<file path="config.mk">
export PLATFORM = sky130hd
export DESIGN_NAME = fetch_unit_flat
export DESIGN_NICKNAME = d
export VERILOG_FILES = /design/src/rtl/fetch_unit_if.sv /design/src/rtl/fetch_unit.sv /design/src/flat_wrapper.sv
export SDC_FILE = /design/constraint.sdc
export NUM_CORES = 1
export LEC_CHECK = 0
export CORE_AREA = 2 2 143 145
export CTS_CLUSTER_DIAMETER = 30
export DETAILED_ROUTE_END_ITERATION = 12
export DIE_AREA = 0 0 145 147
export GPL_TIMING_DRIVEN = 1
export PLACE_DENSITY = 0.74
export SLEW_MARGIN = 20
export SYNTH_ARGS = -nofsm -noshare
export SYNTH_HDL_FRONTEND = slang
export SYNTH_SLANG_ARGS = --single-unit
</file>
<file path="constraint.sdc">
create_clock -name clk -period 2.7 [get_ports clk]
set_input_delay 0.27 -clock clk [delete_from_list [all_inputs] [get_ports clk]]
set_output_delay 0.27 -clock clk [all_outputs]
set_load 0.005 [all_outputs]
</file>
<file path="src/rtl/fetch_unit_if.sv">
// Instruction-memory request/acknowledge bus between fetch_unit (master) and imem (slave).
`timescale 1ns/1ps
interface fetch_unit_if;
    logic        imem_req;
    logic [31:0] imem_addr;
    logic        imem_ack;
    logic [31:0] imem_rdata;

    modport master (output imem_req, output imem_addr, input imem_ack, input imem_rdata);
    modport slave  (input imem_req, input imem_addr, output imem_ack, output imem_rdata);
endinterface

</file>
<file path="src/rtl/fetch_unit.sv">
// Instruction fetch stage: owns the PC, fetches over a req/ack bus and feeds FI_ID.
// Optional FETCH_ALIGN_CHK_EN adds sticky misalign_o and word-aligns redirect targets.
`timescale 1ns/1ps
module fetch_unit #(
    parameter logic [31:0] RESET_PC = 32'h0000_0000,
    parameter int unsigned PC_STEP  = 4
) (
    input  logic              clk,
    input  logic              rst,
    input  logic              pause,
    input  logic              br_taken,
    input  logic [31:0]       br_target,
    fetch_unit_if.master      imem,
    output logic [32:0]       pc_o,
    output logic [32:0]       inst_o,
    output logic              valid_o
`ifdef FETCH_ALIGN_CHK_EN
    ,
    output logic              misalign_o
`endif
);

    localparam logic [31:0] STEP = 32'(PC_STEP);

    typedef enum logic [1:0] {BOOT, REQ, HOLD, DROP} state_t;

    state_t      state_reg, state_next;
    logic [31:0] pc_reg, pc_next;
    logic [31:0] addr_reg;
    logic        gap_reg, gap_next;
    logic [31:0] skid_pc_reg, skid_inst_reg;
    logic [31:0] out_pc_reg, out_inst_reg;
    logic        out_valid_reg;
    logic        req_active, ack, skid_load;
    logic        load_fetch, load_skid, load_bubble;
    logic [31:0] br_pc;

`ifdef FETCH_ALIGN_CHK_EN
    logic misalign_reg;
    assign br_pc      = {br_target[31:2], 2'b00};
    assign misalign_o = misalign_reg;
`else
    assign br_pc = br_target;
`endif

    // gap_reg idles the bus for one cycle after every ack, so each request is a fresh rise.
    assign req_active     = ((state_reg == REQ) && !gap_reg) || (state_reg == DROP);
    assign ack            = imem.imem_ack && req_active;
    assign imem.imem_req  = req_active;
    assign imem.imem_addr = !req_active ? 32'h0 : ((state_reg == DROP) ? addr_reg : pc_reg);

    assign pc_o    = {1'b0, out_pc_reg};
    assign inst_o  = {1'b0, out_inst_reg};
    assign valid_o = out_valid_reg;

    always_comb begin
        state_next  = state_reg;
        pc_next     = pc_reg;
        gap_next    = 1'b0;
        skid_load   = 1'b0;
        load_fetch  = 1'b0;
        load_skid   = 1'b0;
        load_bubble = !pause || br_taken;
        case (state_reg)
            BOOT: begin
                state_next = REQ;
                if (br_taken) pc_next = br_pc;
            end
            REQ: begin
                if (br_taken) begin
                    pc_next = br_pc;
                    if (ack) begin
                        gap_next = 1'b1;
                    end else if (req_active) begin
                        state_next = DROP;
                    end
                    // A redirect during the idle gap has nothing outstanding to drop.
                end else if (ack) begin
                    pc_next  = pc_reg + STEP;
                    gap_next = 1'b1;
                    if (pause) begin
                        skid_load  = 1'b1;
                        state_next = HOLD;
                    end else begin
                        load_fetch  = 1'b1;
                        load_bubble = 1'b0;
                    end
                end
            end
            HOLD: begin
                if (br_taken) begin
                    pc_next    = br_pc;
                    state_next = REQ;
                end else if (!pause) begin
                    load_skid   = 1'b1;
                    load_bubble = 1'b0;
                    state_next  = REQ;
                end
            end
            DROP: begin
                if (br_taken) pc_next = br_pc;
                if (ack) begin
                    state_next = REQ;
                    gap_next   = 1'b1;
                end
            end
            default: state_next = BOOT;
        endcase
    end

    always_ff @(posedge clk or negedge rst) begin
        if (!rst) begin
            state_reg     <= BOOT;
            pc_reg        <= RESET_PC;
            addr_reg      <= 32'h0;
            gap_reg       <= 1'b0;
            skid_pc_reg   <= 32'h0;
            skid_inst_reg <= 32'h0;
            out_pc_reg    <= 32'h0;
            out_inst_reg  <= 32'h0;
            out_valid_reg <= 1'b0;
        end else begin
            state_reg <= state_next;
            pc_reg    <= pc_next;
            gap_reg   <= gap_next;
            // Remembers the in-flight address so DROP can keep presenting it after pc moves.
            if (state_reg == REQ) addr_reg <= pc_reg;
            if (skid_load) begin
                skid_pc_reg   <= pc_reg;
                skid_inst_reg <= imem.imem_rdata;
            end
            if (load_fetch) begin
                out_pc_reg    <= pc_reg;
                out_inst_reg  <= imem.imem_rdata;
                out_valid_reg <= 1'b1;
            end else if (load_skid) begin
                out_pc_reg    <= skid_pc_reg;
                out_inst_reg  <= skid_inst_reg;
                out_valid_reg <= 1'b1;
            end else if (load_bubble) begin
                out_pc_reg    <= 32'h0;
                out_inst_reg  <= 32'h0;
                out_valid_reg <= 1'b0;
            end
        end
    end

`ifdef FETCH_ALIGN_CHK_EN
    always_ff @(posedge clk or negedge rst) begin
        if (!rst) begin
            misalign_reg <= 1'b0;
        end else if (br_taken && (br_target[1:0] != 2'b00)) begin
            misalign_reg <= 1'b1;
        end
    end
`endif

endmodule

</file>
<file path="src/flat_wrapper.sv">
// flat-port wrapper written by rule: the top's interface ports become plain ports
module fetch_unit_flat 
#(
    parameter logic [31:0] RESET_PC = 32'h0000_0000,
    parameter int unsigned PC_STEP  = 4
)
  (clk, rst, pause, br_taken, br_target, pc_o, inst_o, valid_o, imem_imem_req, imem_imem_addr, imem_imem_ack, imem_imem_rdata);
  fetch_unit_if imem_i ();
  input  logic clk;
  input  logic rst;
  input  logic pause;
  input  logic br_taken;
  input  logic [31:0] br_target;
  output logic [32:0] pc_o;
  output logic [32:0] inst_o;
  output logic valid_o;
  output wire logic [$bits(imem_i.imem_req)-1:0] imem_imem_req;
  output wire logic [$bits(imem_i.imem_addr)-1:0] imem_imem_addr;
  input wire logic [$bits(imem_i.imem_ack)-1:0] imem_imem_ack;
  input wire logic [$bits(imem_i.imem_rdata)-1:0] imem_imem_rdata;
  assign imem_imem_req = imem_i.imem_req;
  assign imem_imem_addr = imem_i.imem_addr;
  assign imem_i.imem_ack = imem_imem_ack;
  assign imem_i.imem_rdata = imem_imem_rdata;
  fetch_unit #(.RESET_PC(RESET_PC), .PC_STEP(PC_STEP)) u_core (.clk(clk), .rst(rst), .pause(pause), .br_taken(br_taken), .br_target(br_target), .imem(imem_i), .pc_o(pc_o), .inst_o(inst_o), .valid_o(valid_o));
endmodule
</file>
==> results of run 1 <==
[path summary, 6_finish.rpt]
path	startpoint	endpoint	slack, ns	cells after the start
max in group asynchronous	rst	u_core.skid_pc_reg[3]	1.56	3
min	br_taken	u_core.valid_o	0.14	2
min reg2reg	u_core.skid_inst_reg[28]	u_core.out_inst_reg[28]	0.48	2
min in group asynchronous	rst	u_core.addr_reg[16]	0.38	2
max	u_core.state_reg[0]	imem_imem_addr[2]	0.16	5
max reg2reg	u_core.state_reg[1]	u_core.pc_reg[26]	0.45	4
[layer usage]
metal | track usage (%) | vias up | routed length (um)
met4 | 5.94 | 0 | 241
li1 | - | 3070 | -
met1 | 28.6 | 3324 | 9720
met3 | 6.99 | 23 | 1900
met2 | 34.3 | 253 | 10700
met5 | 0 | - | 0
[timing repair]
action | in CTS | in global routing
endpoints found under the hold margin | 52 | 0
buffers inserted | 0 | 0
hold buffers | 1 | 0
[through the flow]
step	cell area [sq um]	hold WS [ns]	cells	utilization (%)	total power, W
6_report	11300	0.141	1196	57.2	0.00792
5_1_grt	11300	0.130	1196	57.2	0.00832
4_1_cts	11300	0.126	1196	57.2	0.00798
3_5_place_dp	10800	0.274	1163	54.2	0.00548
3_3_place_gp	10800	0.273	1163	54.2	0.00541
2_1_floorplan	8770	-0.0256	771	-	0.00468
[critical path: cells and delay by family (launching register included)]
family,cells,cell delay [ns]
simple gates,2,0.29
flops,1,0.51
buf+inv,2,0.86
compound gates,1,0.17
[power groups by stage]
stage	clock network, W	registers (W)	logic (W)
final	0.00249	0.00386	0.00157
after global routing	0.00267	0.00393	0.00172
after detailed placement	0	0.00390	0.00158
after floorplan	0	0.00377	0.000903
after CTS	0.00255	0.00385	0.00159
after global placement	0	0.00387	0.00154
[cells by family after synthesis]
logic type,after synthesis,share of synthesized area [%]
compound gates,150,13.6
xor+xnor,11,1.10
fa+ha+maj,1,0.143
buf+inv,145,6.88
flops,196,55.9
mux,98,12.6
other cells,1,0.0428
simple gates,168,9.74
[Yosys cell counts, types with 2 or more instances]
cell type,count
nor3_1,11
a222oi_1,64
nor4_1,2
xnor2_1,7
a41oi_1,2
nor3_2,4
a31oi_1,2
a221oi_2,2
nand3_1,7
nand4_1,5
a211oi_1,7
dfrtp_1,196
o21ai_1,7
buf_4,9
nor2_1,17
buf_2,19
a221oi_1,3
a21oi_1,37
o22ai_1,3
clkbuf_1,35
and3_1,10
nor3_4,3
mux2_1,53
or2_2,3
nand2_1,87
o21ai_0,11
mux2_2,44
inv_1,74
or4_1,3
a211oi_2,2
buf_1,6
or3_1,3
xor2_1,4
nand2b_1,3
a311oi_1,7
[layout make-up]
type	count	area (sq um)
clock buffer	20	457
tap	270	338
timing repair buffer	193	1940
inverter	75	282
fill	1651	8500
multi-input combinational	430	3300
sequential	196	4900
clock inverter	12	120
==> metrics.md, run 1 <==
| Metric | Value |
|---|---|
| Status | `finished, final reports clean` |
| CTS buffer count | `17` |
| CTS clk-pin slew, worst paths | `0.07 ns` |
| Core area | `19800 sq um` |
| Die Ht | `147 um` |
| Remaining Overflow, GRT | `0` |
| Final setup viols | `0` |
| Layout Skew | `0.00837 ns` |
| Crit-path cells | `and2_1 -> buf_4 -> nand2_1 -> a21oi_1 -> clkdlybuf4s50_1` |
| Post-cts resize count | `0` |
| Clk buf depth | `2` |
| Tmin final | `around 2.5 ns` |
| Initial Util | `44.2%` |
| Sw Ratio | `between 20 and 30%` |
| Mapped Cells | `770` |
| Setup_tns | `0 ns` |
| Share of layout cells above drive strength 1 | `13.8%` |
| Vias per cell | `about 5.6` |
| Post-detail-place hpwl | `14500 um` |
| Final hold vios | `0` |
| Worst setup path class | `flop to output pin` |
| Placer Congestion | `0.824` |
| Sink count of the clock tree | `196` |
| Yosys cell types | `53` |
| Synth area leaders | `dfrtp_1 (56%), a222oi_1 (7.3%), mux2_1 (6.8%), mux2_2 (5.6%), nand2_1 (3.7%)` |
| Initial antenna violation count | `0` |
| RSZ-0062 raised after global routing | `no` |
| Ys async rst share | `100%` |
| Pint | `around 0.0057 W` |
| CP arrival | `2.27 ns` |
| Area leader, netlist | `dfrtp_1` |
| Sequential-to-total area share from yosys stat | `55.9%` |
| Leak | `5.21 nW` |
| Largest net degree at the start of global routing | `68` |
| EDFF count, synth | `0` |
| Clock Latency Late Sink | `roughly 0.43 ns` |
| Maximum VDD drop | `0.486 mV` |
| Part of the power in registers | `48.7%` |
| Top-area cell type share of the netlist area | `55.9%` |
| Tightest Hold Check Type | `input pin to flop` |
| Layout Area Growth over Synthesis | `29.3%` |
| Slew at the pin with the worst max-slew slack | `0.656 ns` |
| Clock root buffer master | `clkbuf_16` |
| Die area | `21300 sq um` |
| Pre-CTS setup slack | `0.158 ns` |
| Final wirelength | `22600 um` |
| Req. time, crit path | `~2.4 ns` |
| Vias in the first global route | `6600` |
| Count of pins over their slew limit | `0` |
| CP max FO | `23` |
| Yosys Warn Count | `0` |
| Synth Register Bits | `196` |
| Crit path largest cell delay | `0.57 ns` |
| Post-synthesis instance area | `around 9000 sq um` |
| Commonest cells after routing, fill and taps aside | `dfrtp_1 (196), clkdlybuf4s50_1 (164), nand2_1 (86)` |
| Vias | `6670` |
| MaxCap Viol Count | `0` |
| Drt wl/cell | `18.9 um` |
| Die width | `~150 um` |
| Critical Path Source Type | `flop` |
| Post-route ant nets | `0` |
| First-pass iteration count of the detailed router | `10` |
| Port bufs | `166` |
| Crit end category | `output pin` |
| First-pass GRT wire length | `36300 um` |
| Total GRT Usage | `21.6%` |
| Final Worst Setup Slack | `0.158 ns` |
| CTS tree | `built` |
| Commonest non-fill, non-tap cell in the layout | `dfrtp_1` |
| Ys flop type | `dfrtp_1` |
| Worst slew margin | `55.8%` |
| Initial DRC Count | `812` |
| Final #Nets | `983` |
| Slowest-stage cell, CP | `clkdlybuf4s50_1` |
| Share of total power in combinational logic | `19.8%` |
| H-Tree Depth | `4` |
| Net Sw Power | `0.00221 W` |
| F_max | `393 MHz` |
| # IOs | `~170` |
| Row Count | `52` |
| PD cells | `698 nW/um^2` |
| Diodes inserted | `0` |
| Syn avg cell area | `11.4 sq um` |
| Final period util | `~94%` |
| Clk pwr share | `31.5%` |
| # DRC | `0` |
Note: power is estimated with default switching activity, not from simulation.
==> inputs of run 2 (changes only) <==
- CTS_CLUSTER_SIZE: unset -> 10
==> results of run 2 <==
No change in the layout: final DEF, timing and power equal those of run 1.
==> inputs of run 3 (changes only) <==
- SLEW_MARGIN: 20 -> unset
- clock period: 2.7 -> 3.3 ns (I/O delays scaled with it)
==> metrics.md, run 3 (synthesized netlist as in run 1, its figures left out) <==
| Metric | Value |
|---|---|
| Initial DRC Count | `between 600 and 700` |
| Leak | `5.17 nW` |
| First-pass GRT wire length | `35900 um` |
| First-pass iteration count of the detailed router | `9` |
| Post-route cell area | `approximately 11000 sq um` |
| Commonest non-fill, non-tap cell in the layout | `dfrtp_1` |
| # IOs | `roughly 170` |
| Final wirelength | `approximately 22000 um` |
| CTS buffer count | `17` |
| Vias | `6657` |
| Post-detail-place hpwl | `14500 um` |
| Die area | `21300 sq um` |
| R2R depth | `5` |
| Final #Nets | `974` |
| Slowest-stage cell, CP | `clkdlybuf4s50_1` |
| Share of total power in combinational logic | `19.2%` |
| Clk pwr share | `31.9%` |
| Placed cells | `1155` |
| Vias in the first global route | `between 6000 and 7000` |
| CTS clk-pin slew, worst paths | `0.07 ns` |
| Final period util | `85.5%` |
| Largest net degree at the start of global routing | `around 110` |
| Part of the power in registers | `48.9%` |
| MaxCap Viol Count | `0` |
| Clock Latency Late Sink | `0.43 ns` |
| Hold WS | `-0.00442 ns` |
| CP arrival | `2.49 ns` |
| Share of layout cells above drive strength 1 | `12.9%` |
| Tightest Hold Check Type | `input pin to async pin` |
| CP max FO | `20` |
| Setup_tns | `0 ns` |
| Row Count | `52` |
| Port bufs | `166` |
| Tmin final | `2.82 ns` |
| Layout Area Growth over Synthesis | `28.3%` |
| RSZ-0062 raised after global routing | `no` |
| Core area | `~20000 sq um` |
| Worst slew margin | `41.9%` |
| Critical path's top delay family | `buffers and inverters` |
| Critical path depth | `5` |
| Crit path largest cell delay | `around 0.54 ns` |
| Status | `finished with violations` |
| Vias per cell | `5.61` |
| Post-CTS Repair Setup Buffers | `0` |
| Final hold vios | `2` |
| CP bufs+invs | `2` |
| Diodes inserted | `0` |
| Die width | `145 um` |
| # DRC | `0` |
| Die Ht | `roughly 150 um` |
| Hold_buf cts | `0` |
| Failing checks | `hold timing` |
| PD cells | `576 nW/um^2` |
| Remaining Overflow, GRT | `0` |
| Initial Util | `44.2%` |
| Sink count of the clock tree | `196` |
| Filler cell count | `around 1700` |
| Layout Cells excl Fill | `1186` |
| Commonest cells after routing, fill and taps aside | `dfrtp_1 (196), clkdlybuf4s50_1 (164), nand2_1 (86)` |
| Initial antenna violation count | `0` |
| Placer Congestion | `just over 0.8` |
| H-Tree Depth | `4` |
| Most frequent CP cell | `nand2_1` |
| Clock root buffer master | `clkbuf_16` |
| Layout Skew | `0.00886 ns` |
| F_max | `between 300 and 400 MHz` |
| Crit-path cells | `nand2_1 -> buf_12 -> nand2_1 -> a21oi_1 -> clkdlybuf4s50_1` |
| Req. time, crit path | `2.97 ns` |
| Count of pins over their slew limit | `0` |
| Drt wl/cell | `around 19 um` |
| Placed Area | `10700 sq um` |
| Net Sw Power | `0.00176 W` |
| Post-route ant nets | `0` |
| Slew at the pin with the worst max-slew slack | `0.872 ns` |
| Total GRT Usage | `21.2%` |
| Clk buf depth | `2` |
| Critical Path Source Type | `flop` |
| Sw Ratio | `27.1%` |
| Final setup viols | `0` |
| Maximum VDD drop | `0.357 mV` |
| Worst setup path class | `flop to output pin` |
| Crit end category | `output pin` |
| Post-cts resize count | `0` |
| Pint | `0.00473 W` |
| CTS tree | `built` |
[run 3: through the flow]
step / power (W) / util, % / worst slack (ns)
after floorplan: 0.00383 / - / 1.37
after global placement: 0.00441 / 53.8 / 0.754
after detailed placement: 0.00447 / 53.8 / 0.706
after CTS: 0.00655 / 56.7 / 0.468
after global routing: 0.00682 / 56.7 / 0.366
final: 0.00649 / 56.7 / 0.480
[run 3: cell type report]
cell class	instances	area [sq um]	share of cell area, %
Sequential cell	196	4900	43.6
Multi-Input combinational cell	430	3300	29.3
Clock inverter	10	124	1.10
Inverter	75	282	2.50
Clock buffer	21	460	4.09
Tap cell	270	338	3.00
Timing Repair Buffer	184	1850	16.4
[run 3: final timing paths]
path,startpoint,end,slack [ns]
max in group asynchronous,rst,u_core.skid_pc_reg[7],2.47
max,u_core.state_reg[0],imem_imem_addr[7],0.48
min in group clk,br_taken,u_core.valid_o,0.21
min reg2reg,u_core.skid_inst_reg[25],u_core.out_inst_reg[25],0.48
min,rst,u_core.out_pc_reg[14],-0.004
max reg2reg,u_core.state_reg[1],u_core.pc_reg[22],0.86
[run 3: routing by layer]
metal | track usage [%] | up-vias | routed length, um
li1 | - | 3050 | -
met1 | 28.8 | 3311 | 9470
met2 | 32.7 | 271 | 10200
met3 | 6.65 | 25 | 2000
met4 | 6.44 | 0 | 343
met5 | 0 | - | 0
[run 3: power groups by stage]
stage	sequential, W	clock (W)	combinational, W
global placement	0.00318	0	0.00123
floorplan	0.00309	0	0.000739
detailed placement	0.00321	0	0.00126
global route	0.00323	0.00222	0.00137
CTS	0.00317	0.00212	0.00126
finish	0.00317	0.00207	0.00125
